## config.mk

```make
export PLATFORM = sky130hd
export DESIGN_NAME = adc_conv_sequencer_flat
export DESIGN_NICKNAME = d
export VERILOG_FILES = /design/src/rtl/adc_conv_sequencer_if.sv /design/src/rtl/adc_conv_sequencer.sv /design/src/flat_wrapper.sv
export SDC_FILE = /design/constraint.sdc
export NUM_CORES = 1
export LEC_CHECK = 0
export ABC_AREA = 1
export BUFFER_PORTS_ARGS = -buffer_cell sky130_fd_sc_hd__buf_4
export CORE_ASPECT_RATIO = 1.4
export CORE_MARGIN = 3
export CORE_UTILIZATION = 45
export DETAILED_ROUTE_END_ITERATION = 6
export MAX_ROUTING_LAYER = met4
export PLACE_DENSITY = 0.75
export SLEW_MARGIN = 30
export SYNTH_ARGS = -nofsm -noshare
export SYNTH_HDL_FRONTEND = slang
export SYNTH_SLANG_ARGS = --single-unit
```

## constraint.sdc

```tcl
create_clock -name clk -period 1.3 [get_ports clk]
set_input_delay 0.13 -clock clk [delete_from_list [all_inputs] [get_ports clk]]
set_output_delay 0.13 -clock clk [all_outputs]
set_load 0.02 [all_outputs]
```

## src/rtl/adc_conv_sequencer_if.sv

```systemverilog
// adc_conv_sequencer_if: host request/result, SAR and oversampler signals of the conversion sequencer.
interface adc_conv_sequencer_if #(
  parameter int INTERVAL_W = 16
);
  logic                  start_in;
  logic                  continuous_in;
  logic [2:0]            osr_mode_in;
  logic [INTERVAL_W-1:0] interval_in;
  logic                  sar_start_out;
  logic                  sar_done_in;
  logic [11:0]           sar_data_in;
  logic                  osr_ena_out;
  logic [11:0]           osr_data_out;
  logic [2:0]            osr_mode_out;
  logic                  osr_finished_in;
  logic [15:0]           osr_result_in;
  logic [15:0]           result_out;
  logic                  result_valid_out;
  logic                  result_ack_in;
  logic                  overrun_out;
  logic                  timeout_out;
  logic                  busy_out;
  modport slave (
    input  start_in, continuous_in, osr_mode_in, interval_in, sar_done_in, sar_data_in,
           osr_finished_in, osr_result_in, result_ack_in,
    output sar_start_out, osr_ena_out, osr_data_out, osr_mode_out, result_out,
           result_valid_out, overrun_out, timeout_out, busy_out
  );
  modport master (
    output start_in, continuous_in, osr_mode_in, interval_in, sar_done_in, sar_data_in,
           osr_finished_in, osr_result_in, result_ack_in,
    input  sar_start_out, osr_ena_out, osr_data_out, osr_mode_out, result_out,
           result_valid_out, overrun_out, timeout_out, busy_out
  );
endinterface

```

## src/rtl/adc_conv_sequencer.sv

```systemverilog
// adc_conv_sequencer: turns host requests into SAR conversions fed one by one into adc_osr, with result handshake.
// Optional SAR watchdog enabled by defining ADC_SEQ_TIMEOUT_EN.
module adc_conv_sequencer #(
  parameter int INTERVAL_W = 16
`ifdef ADC_SEQ_TIMEOUT_EN
  , parameter int TIMEOUT_CYC = 64
`endif
) (
  input logic                 clk,
  input logic                 rst_n,
  adc_conv_sequencer_if.slave bus
);
  typedef enum logic [2:0] {IDLE, START, WAIT_SAR, FEED, CHECK, GAP} state_t;
  state_t                r_state, w_next;
  logic [INTERVAL_W-1:0] r_gap;
  logic [11:0]           r_data;
  logic [2:0]            r_mode;
  logic [15:0]           r_result;
  logic                  r_sar_start, r_ena, r_valid, r_overrun, r_timeout;
  logic                  w_capture, w_ack, w_sar_to;
`ifdef ADC_SEQ_TIMEOUT_EN
  localparam int TW = $clog2(TIMEOUT_CYC + 1);
  logic [TW-1:0] r_wait;
  assign w_sar_to = r_state == WAIT_SAR && !bus.sar_done_in && r_wait == TW'(TIMEOUT_CYC - 1);
  always_ff @(posedge clk or negedge rst_n)
    if (!rst_n) r_wait <= '0;
    else        r_wait <= r_state == WAIT_SAR ? r_wait + TW'(1) : '0;
`else
  assign w_sar_to = 1'b0;
`endif
  assign w_capture = r_state == CHECK && bus.osr_finished_in;
  assign w_ack     = bus.result_ack_in && r_valid;
  always_comb begin
    w_next = r_state;
    case (r_state)
      IDLE:     w_next = (bus.start_in || bus.continuous_in) ? START : IDLE;
      START:    w_next = WAIT_SAR;
      WAIT_SAR: w_next = (bus.sar_done_in || w_sar_to) ? FEED : WAIT_SAR;
      FEED:     w_next = CHECK;
      CHECK:    w_next = (bus.osr_finished_in && !bus.continuous_in) ? IDLE :
                         (bus.interval_in != '0) ? GAP : START;
      GAP:      w_next = r_gap == INTERVAL_W'(1) ? START : GAP;
      default:  w_next = IDLE;
    endcase
  end
  always_ff @(posedge clk or negedge rst_n)
    if (!rst_n) begin
      r_state     <= IDLE;
      r_gap       <= '0;
      r_data      <= '0;
      r_mode      <= '0;
      r_result    <= '0;
      r_sar_start <= 1'b0;
      r_ena       <= 1'b0;
      r_valid     <= 1'b0;
      r_overrun   <= 1'b0;
      r_timeout   <= 1'b0;
    end else begin
      r_state     <= w_next;
      r_sar_start <= w_next == START;
      r_ena       <= w_next == FEED;
      if (r_state == IDLE && w_next == START) r_mode <= bus.osr_mode_in;
      if (r_state == WAIT_SAR && bus.sar_done_in) r_data <= bus.sar_data_in;
      else if (w_sar_to) r_data <= 12'h800;
      // gap length is frozen at entry so host changes only hit the next gap
      if (r_state == CHECK) r_gap <= bus.interval_in;
      else if (r_state == GAP) r_gap <= r_gap - INTERVAL_W'(1);
      if (w_capture) r_result <= bus.osr_result_in;
      r_valid   <= w_capture || (r_valid && !w_ack);
      r_overrun <= (w_capture && r_valid && !w_ack) || (r_overrun && !w_ack);
      r_timeout <= w_sar_to || (r_timeout && !w_ack);
    end
  assign bus.sar_start_out    = r_sar_start;
  assign bus.osr_ena_out      = r_ena;
  assign bus.osr_data_out     = r_data;
  assign bus.osr_mode_out     = r_mode;
  assign bus.result_out       = r_result;
  assign bus.result_valid_out = r_valid;
  assign bus.overrun_out      = r_overrun;
  assign bus.timeout_out      = r_timeout;
  assign bus.busy_out         = r_state != IDLE;
endmodule
```

## src/flat_wrapper.sv

```systemverilog
// flat-port wrapper written by rule: the top's interface ports become plain ports
module adc_conv_sequencer_flat 
#(
  parameter int INTERVAL_W = 16

)
  (clk, rst_n, bus_start_in, bus_continuous_in, bus_osr_mode_in, bus_interval_in, bus_sar_done_in, bus_sar_data_in, bus_osr_finished_in, bus_osr_result_in, bus_result_ack_in, bus_sar_start_out, bus_osr_ena_out, bus_osr_data_out, bus_osr_mode_out, bus_result_out, bus_result_valid_out, bus_overrun_out, bus_timeout_out, bus_busy_out);
  adc_conv_sequencer_if #(.INTERVAL_W(INTERVAL_W)) bus_i ();
  input logic clk;
  input logic rst_n;
  input wire logic [$bits(bus_i.start_in)-1:0] bus_start_in;
  input wire logic [$bits(bus_i.continuous_in)-1:0] bus_continuous_in;
  input wire logic [$bits(bus_i.osr_mode_in)-1:0] bus_osr_mode_in;
  input wire logic [$bits(bus_i.interval_in)-1:0] bus_interval_in;
  input wire logic [$bits(bus_i.sar_done_in)-1:0] bus_sar_done_in;
  input wire logic [$bits(bus_i.sar_data_in)-1:0] bus_sar_data_in;
  input wire logic [$bits(bus_i.osr_finished_in)-1:0] bus_osr_finished_in;
  input wire logic [$bits(bus_i.osr_result_in)-1:0] bus_osr_result_in;
  input wire logic [$bits(bus_i.result_ack_in)-1:0] bus_result_ack_in;
  output wire logic [$bits(bus_i.sar_start_out)-1:0] bus_sar_start_out;
  output wire logic [$bits(bus_i.osr_ena_out)-1:0] bus_osr_ena_out;
  output wire logic [$bits(bus_i.osr_data_out)-1:0] bus_osr_data_out;
  output wire logic [$bits(bus_i.osr_mode_out)-1:0] bus_osr_mode_out;
  output wire logic [$bits(bus_i.result_out)-1:0] bus_result_out;
  output wire logic [$bits(bus_i.result_valid_out)-1:0] bus_result_valid_out;
  output wire logic [$bits(bus_i.overrun_out)-1:0] bus_overrun_out;
  output wire logic [$bits(bus_i.timeout_out)-1:0] bus_timeout_out;
  output wire logic [$bits(bus_i.busy_out)-1:0] bus_busy_out;
  assign bus_i.start_in = bus_start_in;
  assign bus_i.continuous_in = bus_continuous_in;
  assign bus_i.osr_mode_in = bus_osr_mode_in;
  assign bus_i.interval_in = bus_interval_in;
  assign bus_i.sar_done_in = bus_sar_done_in;
  assign bus_i.sar_data_in = bus_sar_data_in;
  assign bus_i.osr_finished_in = bus_osr_finished_in;
  assign bus_i.osr_result_in = bus_osr_result_in;
  assign bus_i.result_ack_in = bus_result_ack_in;
  assign bus_sar_start_out = bus_i.sar_start_out;
  assign bus_osr_ena_out = bus_i.osr_ena_out;
  assign bus_osr_data_out = bus_i.osr_data_out;
  assign bus_osr_mode_out = bus_i.osr_mode_out;
  assign bus_result_out = bus_i.result_out;
  assign bus_result_valid_out = bus_i.result_valid_out;
  assign bus_overrun_out = bus_i.overrun_out;
  assign bus_timeout_out = bus_i.timeout_out;
  assign bus_busy_out = bus_i.busy_out;
  adc_conv_sequencer #(.INTERVAL_W(INTERVAL_W)) u_core (.clk(clk), .rst_n(rst_n), .bus(bus_i));
endmodule
```

==> results of run 1 <==
[cell usage after synthesis (all sizes together)]
library cell,n,share of area
nor2,36,0.061
dfrtp,55,0.50
o21a,1,0.0027
o22ai,4,0.0091
xor2,3,0.0096
ha,2,0.0091
o21ai,12,0.023
nand4,3,0.0091
a21oi,4,0.0073
inv,40,0.057
o21bai,3,0.0082
buf,6,0.018
nand2,155,0.22
xnor2,1,0.0032
nand3,23,0.042
clkinv,1,0.0018
o221ai,2,0.0064
o211ai,3,0.0082
and2,1,0.0023
[state kept, by name (all words and copies together) (netlist names)]
| register | flops |
|---|---|
| u_core.bus.osr_data_out | 12 |
| u_core.bus.sar_start_out | 1 |
| u_core.bus.osr_ena_out | 1 |
| u_core.bus.result_valid_out | 1 |
| u_core.r_state | 3 |
| u_core.bus.timeout_out | 1 |
| u_core.bus.overrun_out | 1 |
| u_core.bus.osr_mode_out | 3 |
| u_core.bus.result_out | 16 |
| u_core.r_gap | 16 |
[cell usage in the layout, fill, tap and decap left out, drive strengths merged, types with 2 or more instances in the layout]
| cell type | synthesis | final |
|---|---|---|
| nand4 | 3 | 3 |
| xor2 | 3 | 3 |
| o211ai | 3 | 3 |
| a21oi | 4 | 4 |
| o21bai | 3 | 3 |
| nand2 | 155 | 155 |
| o221ai | 2 | 2 |
| dfrtp | 55 | 55 |
| o22ai | 4 | 4 |
| nand3 | 23 | 23 |
| buf | 6 | 121 |
| o21ai | 12 | 12 |
| inv | 40 | 41 |
| clkbuf | 0 | 6 |
| dlygate4sd3 | 0 | 3 |
| nor2 | 36 | 36 |
| ha | 2 | 2 |
[logic make-up after synthesis]
| kind of cell | count (synthesis) |
|---|---|
| XOR/XNOR | 4 |
| flip-flops | 55 |
| AO/OA/AOI/OAI | 29 |
| AND/OR/NAND/NOR | 218 |
| adder cells (fa/ha/maj) | 2 |
| buffers and inverters | 47 |
[worst paths after layout]
kind | start | end | slack, ns | cells past startpoint
setup / recovery | u_core.r_state[1] | u_core.bus.sar_start_out | -0.008 | 9
hold / removal | bus_sar_data_in[10] | u_core.bus.osr_data_out[10] | 0.007 | 3
setup reg to reg | u_core.r_state[1] | u_core.bus.sar_start_out | -0.008 | 9
hold reg to reg | u_core.bus.result_out[0] | u_core.bus.result_out[0] | 0.48 | 2
max in group asynchronous | rst_n | u_core.r_state[1] | 0.58 | 3
min in group asynchronous | rst_n | u_core.r_gap[2] | 0.22 | 2
[power by group through the flow]
stage                     Clock (mW)  Combinational [mW]  Sequential [mW]
after floorplan                    0              0.0359             1.82
after detailed placement           0               0.298             1.79
after global placement             0               0.293             1.79
final                           1.02               0.302             1.75
after CTS                       1.05               0.303             1.75
after global routing            1.10               0.332             1.76
[layer usage]
metal	share of wire	up-vias	GRT usage
met5	0	-	-
met3	0.054	15	0.0484
li1	-	1349	-
met2	0.53	80	0.348
met4	0.021	0	0.0781
met1	0.40	1250	0.248
[through the flow]
step	hold WS [ns]	instance area, um2	power, mW	instances
2_1_floorplan	-0.166	2740	1.86	355
3_3_place_gp	0.0233	3660	2.08	534
3_5_place_dp	0.0250	3660	2.08	534
4_1_cts	0.000123	3830	3.10	548
5_1_grt	0.00605	4030	3.19	551
6_report	0.00707	4030	3.08	551
[layout make-up]
class                   instances  area [um2]
clock inverters                 2        16.3
well taps                      70        87.6
clock buffers                   6        82.6
repair buffers                124         986
fillers                       496        1830
flip-flops and latches         55        1380
inverters                      41         174
multi-input cells             253        1300
[worst register-to-register path, delay by kind of cell (launching register included)]
family          cells  cell delay [ns]
compound gates      1             0.06
buf+inv             3             0.27
flops               1             0.45
simple gates        5             0.43
[timing repair]
action                                 4_1_cts  5_1_grt
hold buffers                                 2        1
pin swaps                                    2       11
setup endpoints to repair                    6       45
setup buffers                                4        2
resized for setup                            6       53
endpoints found under the hold margin       56        1
==> results.ini, run 1 <==
[outcome]
outcome = complete, but fails checks
violations = negative setup slack

[routing]
drtIter0Drc = 153
drc = 0
via_per_inst = 4.89
vias = 2694
wl_per_cell_um = 13.1
drt_wl_total_um = 7220
ant_nets = 0
first_pass_iters = 4

[flow_run]
maxCapViolations = 0

[clock_tree]
cts_num_sinks = 55
cts_root_buffer = clkbuf_8
clock_latency_ns = 0.31
clk_pin_slew_ns = 0.10
cts_tree = done
cts_buffers = 5
clockBufferDepth = 2
cts_max_level = 2

[floorplanning]
num_rows = 33
start_util = 0.468
die_w_um = 72.0
core_mm2 = 0.00586
die_y_um = 98.4
boundaryPins = 91
design.die.area_mm2 = 0.00708

[power]
p_comb_frac = 0.098
peakVddDrop_mv = 0.915
p_int_mw = 2.34
swShare = 0.241
power_frac_seq = 0.570
pwr_density_cell_mw_per_mm2 = 763
pwr-share-clk = 0.332
power_switching_mw = 0.741
leakagePower_nw = 2.17

[worst_setup_path]
cp_top_family = flip-flops
crit_buf_inv = 3
critPathKind = reg2reg
cp.required_ns = 1.51
cp.arrival_ns = 1.51
cp_max_fo = 5
slowest_stage = dfrtp_2
path_cells = nor2_4 > buf_12 > nand2_8 > inv_8 > o21ai_4 > inv_1 > nand2_1 > nand3_2 > nor2_1
cp_slowest_stage_delay_ns = 0.45
end_kind = flop
cp-start-kind = flop

[sta]
rsz0062_at_grt = true
setup-violations-final = 1
finalSetupTns_ns = -0.00790
relSlewSlack = 0.641
hold_viol = 0
layout_worst_path_cycle_share = 1.01
skew_ns = 0.00390
finalCriticalPeriod_ns = 1.31
worst_slack_ns = -0.00790
tightest_slew_ns = 0.535
fmax_ghz = 0.765
maxSlewViolCount = 0

[grt]
grt_max_degree = 40
antenna_found_initial = 0
grt_first_pass_wirelength_um = 11500
track_usage = 0.211
grt_pass1_vias = 2704
overflow = 0

[yosys]
yosysWarnings = 0
synthSimpleGateAreaFrac = 0.335
synth_mux_area_frac = 0
synthAdderAreaFrac = 0.00912
synth_xor_area_frac = 0.0128
synth_compound_area_frac = 0.0652
syn_nets = 411
syn_inst = 355
syn_area_mm2 = 0.00274
ys_seq_area_frac = 0.502
synth.distinct_cells = 30
synth.avg_cell_area_um2 = 7.73
ys_seq_elements = 55
synth_top_family_by_area = simple AND/OR/NAND/NOR gates

[layout]
antennaDiodeCount = 0
drive_above_1_share = 0.370
final_nets = 536
area_growth_pct = 46.9
final_util = 0.688

[placed_design]
place_ws_ns = -0.0176
dpl.hpwl_um = 5450
finalWeightedCongestion = 0.930
io_buffers = 90

[hold_path]
hold_class = in2reg

Power figures use the tool's default switching activity.
==> inputs of run 2 (changes only) <==
Settings changed: HOLD_SLACK_MARGIN set to 0.1.
==> run 2 against run 1 <==
Net effect: the run still ends with negative setup slack left; clock skew is essentially flat; sequential power about the same; die area did not move; core utilization increased by 7.1 points; critical path type unchanged; largest cell class is now buffers.
==> results.ini, run 2 (synthesis results as in run 1) <==
[outcome]
outcome = complete, but fails checks
violations = negative setup slack

[worst_setup_path]
cp-start-kind = flop
critPathKind = reg2reg
reg2reg_from = u_core.r_state[1]
regToRegSetupSlack_ns = -0.03  ; -0.02 ns
cp_max_fo = 8  ; +3
cp.required_ns = 1.55  ; +0.04 ns
end_kind = flop
cp.arrival_ns = 1.57  ; +0.06 ns
ff2ff_path_depth = 7  ; -2
reg2reg_to = u_core.bus.result_out[4]

[floorplanning]
die_y_um = 98.4  ; unchanged
start_util = 0.468  ; unchanged
core_mm2 = 0.00586  ; unchanged
design.die.area_mm2 = 0.00708  ; unchanged
num_rows = 33  ; unchanged
boundaryPins = 91  ; unchanged
die_w_um = 72.0  ; unchanged

[layout]
final_nets = 576  ; +7.5%
area_growth_pct = 62.2
instances_no_fill = 591  ; +7.3%
antennaDiodeCount = 0  ; unchanged
fin_area_mm2 = 0.00445  ; +10%
drive_above_1_share = 0.359  ; -0.0111
layout_commonest_cell = nand2_1
final_cell_mix = nand2_1, buf_4, dfrtp_1

[power]
swShare = 0.248  ; +0.00674
p_int_mw = 2.41  ; +3.4%
p_comb_frac = 0.130  ; +0.032
pwr_density_cell_mw_per_mm2 = 721  ; -5.5%
leakagePower_nw = 2.38  ; +9.9%
power_frac_seq = 0.547  ; -0.023
fin_total_pwr_mw = 3.21  ; +4.3%
pwr-share-clk = 0.323  ; -0.009
peakVddDrop_mv = 0.959  ; +4.9%
power_switching_mw = 0.795  ; +7.2%

[clock_tree]
cts_root_buffer = clkbuf_8
cts_tree = done
cts_max_level = 2  ; unchanged
clock_latency_ns = 0.31  ; about the same
clk_pin_slew_ns = 0.10  ; about the same
clockBufferDepth = 2  ; unchanged
cts_num_sinks = 55  ; unchanged
cts_buffers = 5  ; unchanged

[flow_run]
maxCapViolations = 0  ; unchanged

[placed_design]
finalWeightedCongestion = 0.930  ; unchanged
dpl_cell_area_mm2 = 0.00366  ; unchanged
dpl.hpwl_um = 5450  ; unchanged
place_ws_ns = -0.0176  ; unchanged
io_buffers = 90  ; unchanged
dp_cells = 534  ; unchanged

[routing]
via_per_inst = 5.01  ; +2.5%
drtIter0Drc = 177  ; +16%
drt_wl_total_um = 8660  ; +20%
first_pass_iters = 4  ; unchanged
wl_per_cell_um = 14.6  ; +12%
vias = 2962  ; +9.9%
ant_nets = 0  ; unchanged
drc = 0  ; unchanged

[grt]
track_usage = 0.242  ; +0.0309
grt_max_degree = 40  ; unchanged
grtUsageMet1 = 0.273  ; +0.0248
grt_pass1_vias = 2998  ; +11%
busiest_layer = met2
grt_first_pass_wirelength_um = 13200  ; +14%
use_met2 = 0.419  ; +0.0715
antenna_found_initial = 0  ; unchanged
overflow = 0  ; unchanged
use_met3 = 0.0443  ; -0.00412

[sta]
setup-violations-final = 5  ; +4
relSlewSlack = 0.607  ; -0.0348
hold_viol = 0  ; unchanged
whs_ns = 0.136  ; +0.129 ns
tightest_slew_ns = 0.587  ; +0.0519 ns
maxSlewViolCount = 0  ; unchanged
fmax_ghz = 0.754  ; -1.3%
layout_worst_path_cycle_share = 1.02  ; +0.0136
rsz0062_at_grt = true
worst_slack_ns = -0.0256  ; -0.0177 ns
finalCriticalPeriod_ns = 1.33  ; +0.0177 ns
skew_ns = 0.00346  ; -0.000440 ns

[hold_path]
min_path_cells = 5  ; +2
hold_start = bus_interval_in[11]
hold_path_end = u_core.r_gap[11]
hold_class = in2reg

run 2: cell types whose count changed in the layout (fill, tap and decap cells not counted), moves of 4 or more:
cell / before / now
dlygate4sd3_1: 3 / 42
nand2_1: 149 / 136
nand2_2: 3 / 11
nand2_4: 2 / 7
dfrtp_1: 49 / 53
dfrtp_2: 6 / 2
run 2: area by class of cell:
class,count,area [um2]
clock buffers,6,82.6
inverters,41,170
flip-flops and latches,55,1380
well taps,70,87.6
fillers,398,1410
multi-input cells,253,1330
clock inverters,2,16.3
repair buffers,164,1390
run 2: worst max-delay path by stage:
stage	depth (start not counted)	from	to
after global placement	5	u_core.r_state[1]	u_core.bus.sar_start_out
after detailed placement	5	u_core.r_state[1]	u_core.bus.sar_start_out
after global routing	7	u_core.r_state[1]	u_core.bus.result_out[0]
after floorplan	7	u_core.r_state[1]	u_core.bus.result_out[1]
final	7	u_core.r_state[1]	u_core.bus.result_out[4]
after CTS	9	u_core.r_gap[1]	u_core.r_gap[14]
run 2: timing repair:
action                                 4_1_cts  5_1_grt
buffers inserted                             4        3
hold buffers                                42        0
pin swaps                                    2       15
gates resized for setup                      6       62
setup endpoints to repair                    6       45
endpoints found under the hold margin       97        0
run 2: layer usage:
metal | share of wire | wire [um] | vias up
li1 | - | - | 1426
met1 | 0.38 | 3250 | 1408
met2 | 0.54 | 4720 | 107
met3 | 0.049 | 420 | 21
met4 | 0.031 | 266 | 0
met5 | 0 | 0 | -
run 2: worst max-delay path, cell delays in order (launching register included):
cell     delay [ns]
dfrtp_2        0.45
nor2_4         0.17
buf_12         0.12
nand2_8        0.07
nor2_8         0.14
buf_6          0.17
nand2_2        0.06
nand2_1        0.08
run 2: power groups by stage:
| stage | sequential (mW) | clock [mW] | combinational, mW |
|---|---|---|---|
| 6_report | 1.76 | 1.04 | 0.416 |
| 5_1_grt | 1.76 | 1.12 | 0.450 |
| 4_1_cts | 1.75 | 1.05 | 0.397 |
| 3_5_place_dp | 1.79 | 0 | 0.298 |
| 3_3_place_gp | 1.79 | 0 | 0.293 |
| 2_1_floorplan | 1.82 | 0 | 0.0359 |
run 2: through the flow:
stage | util | TNS, ns
2_1_floorplan | - | 0
3_3_place_gp | 0.624 | 0
3_5_place_dp | 0.624 | -0.0259
4_1_cts | 0.722 | -0.0488
5_1_grt | 0.759 | -1.63
6_report | 0.759 | -0.0902
==> inputs of run 3 (changes only) <==
Settings changed: PLACE_DENSITY 0.75 to 0.85.
==> run 3 against run 2 <==
Net effect: the run still ends with negative setup slack left; sequential cell count unchanged; final area increased by 0.67%; routed wire length increased by 15%; final cell count increased by 0.51%; count of clock-buffer cells in the layout unchanged; largest power group unchanged; combinational power increased by 1%; critical path depth decreased by 3; core utilization increased by 0.51 points; worst hold slack got worse by 0.0012 ns; sequential share of layout area decreased by 0.21 points; fmax decreased by 3.0%.
==> results.ini, run 3 (synthesis results as in run 1) <==
[clock_tree]
clk_pin_slew_ns = 0.11  ; about the same
clockBufferDepth = 2  ; unchanged
clock_latency_ns = 0.32  ; about the same
cts_num_sinks = 55  ; unchanged
cts_max_level = 2  ; unchanged
cts_root_buffer = clkbuf_8
cts_buffers = 5  ; unchanged
cts_tree = done

[routing]
ant_nets = 0  ; unchanged
via_per_inst = 5.32  ; +6.2%
drt_wl_total_um = 9950  ; +15%
vias = 3163  ; +6.8%
drc = 0  ; unchanged
drtIter0Drc = 314  ; +77%
wl_per_cell_um = 16.8  ; +14%
first_pass_iters = 5  ; +1

[layout]
drive_above_1_share = 0.347  ; -0.0116
fin_area_mm2 = 0.00448  ; +0.67%
final_nets = 579  ; +0.52%
final_util = 0.764  ; +0.00512
final_cell_mix = nand2_1, buf_4, dfrtp_1
antennaDiodeCount = 0  ; unchanged
area_growth_pct = 63.3
layout_commonest_cell = nand2_1
instances_no_fill = 594  ; +0.51%

[sta]
skew_ns = 0.00850  ; +0.00504 ns
worst_slack_ns = -0.0666  ; -0.0410 ns
tightest_slew_ns = 0.299  ; -0.288 ns
layout_worst_path_cycle_share = 1.05  ; +0.0316
rsz0062_at_grt = true
finalSetupTns_ns = -0.721  ; -0.631 ns
fmax_ghz = 0.732  ; -3.0%
hold_viol = 0  ; unchanged
maxSlewViolCount = 0  ; unchanged
relSlewSlack = 0.800  ; +0.194
setup-violations-final = 24  ; +19
finalCriticalPeriod_ns = 1.37  ; +0.0410 ns

[placed_design]
dpl_cell_area_mm2 = 0.00364  ; -0.41%
finalWeightedCongestion = 0.960  ; +3.2%
dp_cells = 532  ; -0.37%
io_buffers = 90  ; unchanged
dpl.hpwl_um = 5620  ; +3.1%
place_ws_ns = -0.0507  ; -0.0331 ns

[outcome]
violations = negative setup slack
outcome = complete, but fails checks

[grt]
antenna_found_initial = 0  ; unchanged
overflow = 0  ; unchanged
grt_first_pass_wirelength_um = 14500  ; +9.7%
grt_pass1_vias = 3211  ; +7.1%
track_usage = 0.268  ; +0.0263
grt_max_degree = 27  ; -33%

[worst_setup_path]
regToRegSetupSlack_ns = -0.06  ; -0.03 ns
ff2ff_path_depth = 7  ; unchanged
cp_max_fo = 3  ; -5
cp-start-kind = flop
end_kind = primary output
critPathKind = reg2out
cp.arrival_ns = 1.24  ; -0.33 ns
cp.required_ns = 1.17  ; -0.38 ns

[floorplanning]
die_y_um = 98.4  ; unchanged
start_util = 0.468  ; unchanged
core_mm2 = 0.00586  ; unchanged
design.die.area_mm2 = 0.00708  ; unchanged
num_rows = 33  ; unchanged
boundaryPins = 91  ; unchanged
die_w_um = 72.0  ; unchanged

[flow_run]
maxCapViolations = 0  ; unchanged

[power]
leakagePower_nw = 2.37  ; -0.60%
pwr_density_cell_mw_per_mm2 = 707  ; -1.9%
peakVddDrop_mv = 0.715  ; -25%

[hold_path]
min_path_cells = 5  ; unchanged
hold_class = in2reg

==> run 3: changes by cell type in the layout (fill, tap and decap cells not counted), sizes merged <==
cell	delta
inv	+2
clkinv	-2
buf	+3
==> run 3: path summary, 6_finish.rpt <==
| kind | startpoint | endpoint |
|---|---|---|
| max reg2reg | u_core.r_state[1] | u_core.bus.result_out[11] |
| min | bus_interval_in[11] | u_core.r_gap[11] |
| max in group asynchronous | rst_n | u_core.r_state[0] |
| max | u_core.r_state[1] | bus_busy_out |
| min reg2reg | u_core.bus.result_out[14] | u_core.bus.result_out[14] |
| min in group asynchronous | rst_n | u_core.bus.result_out[11] |
==> run 3: timing repair <==
item                                   in CTS  in global routing
pin swaps                                   1                 16
setup endpoints to repair                  22                 50
cloned                                      0                  0
setup buffers                               5                  7
endpoints found under the hold margin      97                  0
gates resized for setup                     8                 59
hold buffers                               42                  0
==> run 3: through the flow <==
| stage | hold WS [ns] | total power, mW |
|---|---|---|
| floorplan | -0.166 | 1.86 |
| global placement | 0.0383 | 2.08 |
| detailed placement | 0.0400 | 2.09 |
| CTS | 0.122 | 3.16 |
| global route | 0.185 | 3.27 |
| finish | 0.135 | 3.17 |
==> run 3: power breakdown <==
group          switching, mW  total, mW  leakage (nW)  internal, mW
Clock                  0.603      0.992        0.0418         0.389
Sequential            0.0192       1.76         0.671          1.74
Combinational          0.178      0.420          1.66         0.241
==> run 3: area by class of cell <==
type	instances	area, um2
inverters	41	179
repair buffers	167	1450
fillers	350	1380
well taps	70	87.6
flip-flops and latches	55	1380
multi-input cells	253	1300
clock inverters	2	16.3
clock buffers	6	72.6
==> run 3: metal layers <==
layer  GRT usage  wire, um  up-vias
li1            -         -     1435
met1       0.303      3710     1513
met2       0.458      5320      176
met3      0.0463       626       39
met4       0.116       299        0
met5           -         0        -
==> run 3: worst max-delay path, stage by stage (launching register included) <==
cell and delay [ns]:
dfrtp_2 0.46, nor2_4 0.17, buf_6 0.12, nand2_4 0.04
buf_6 0.13
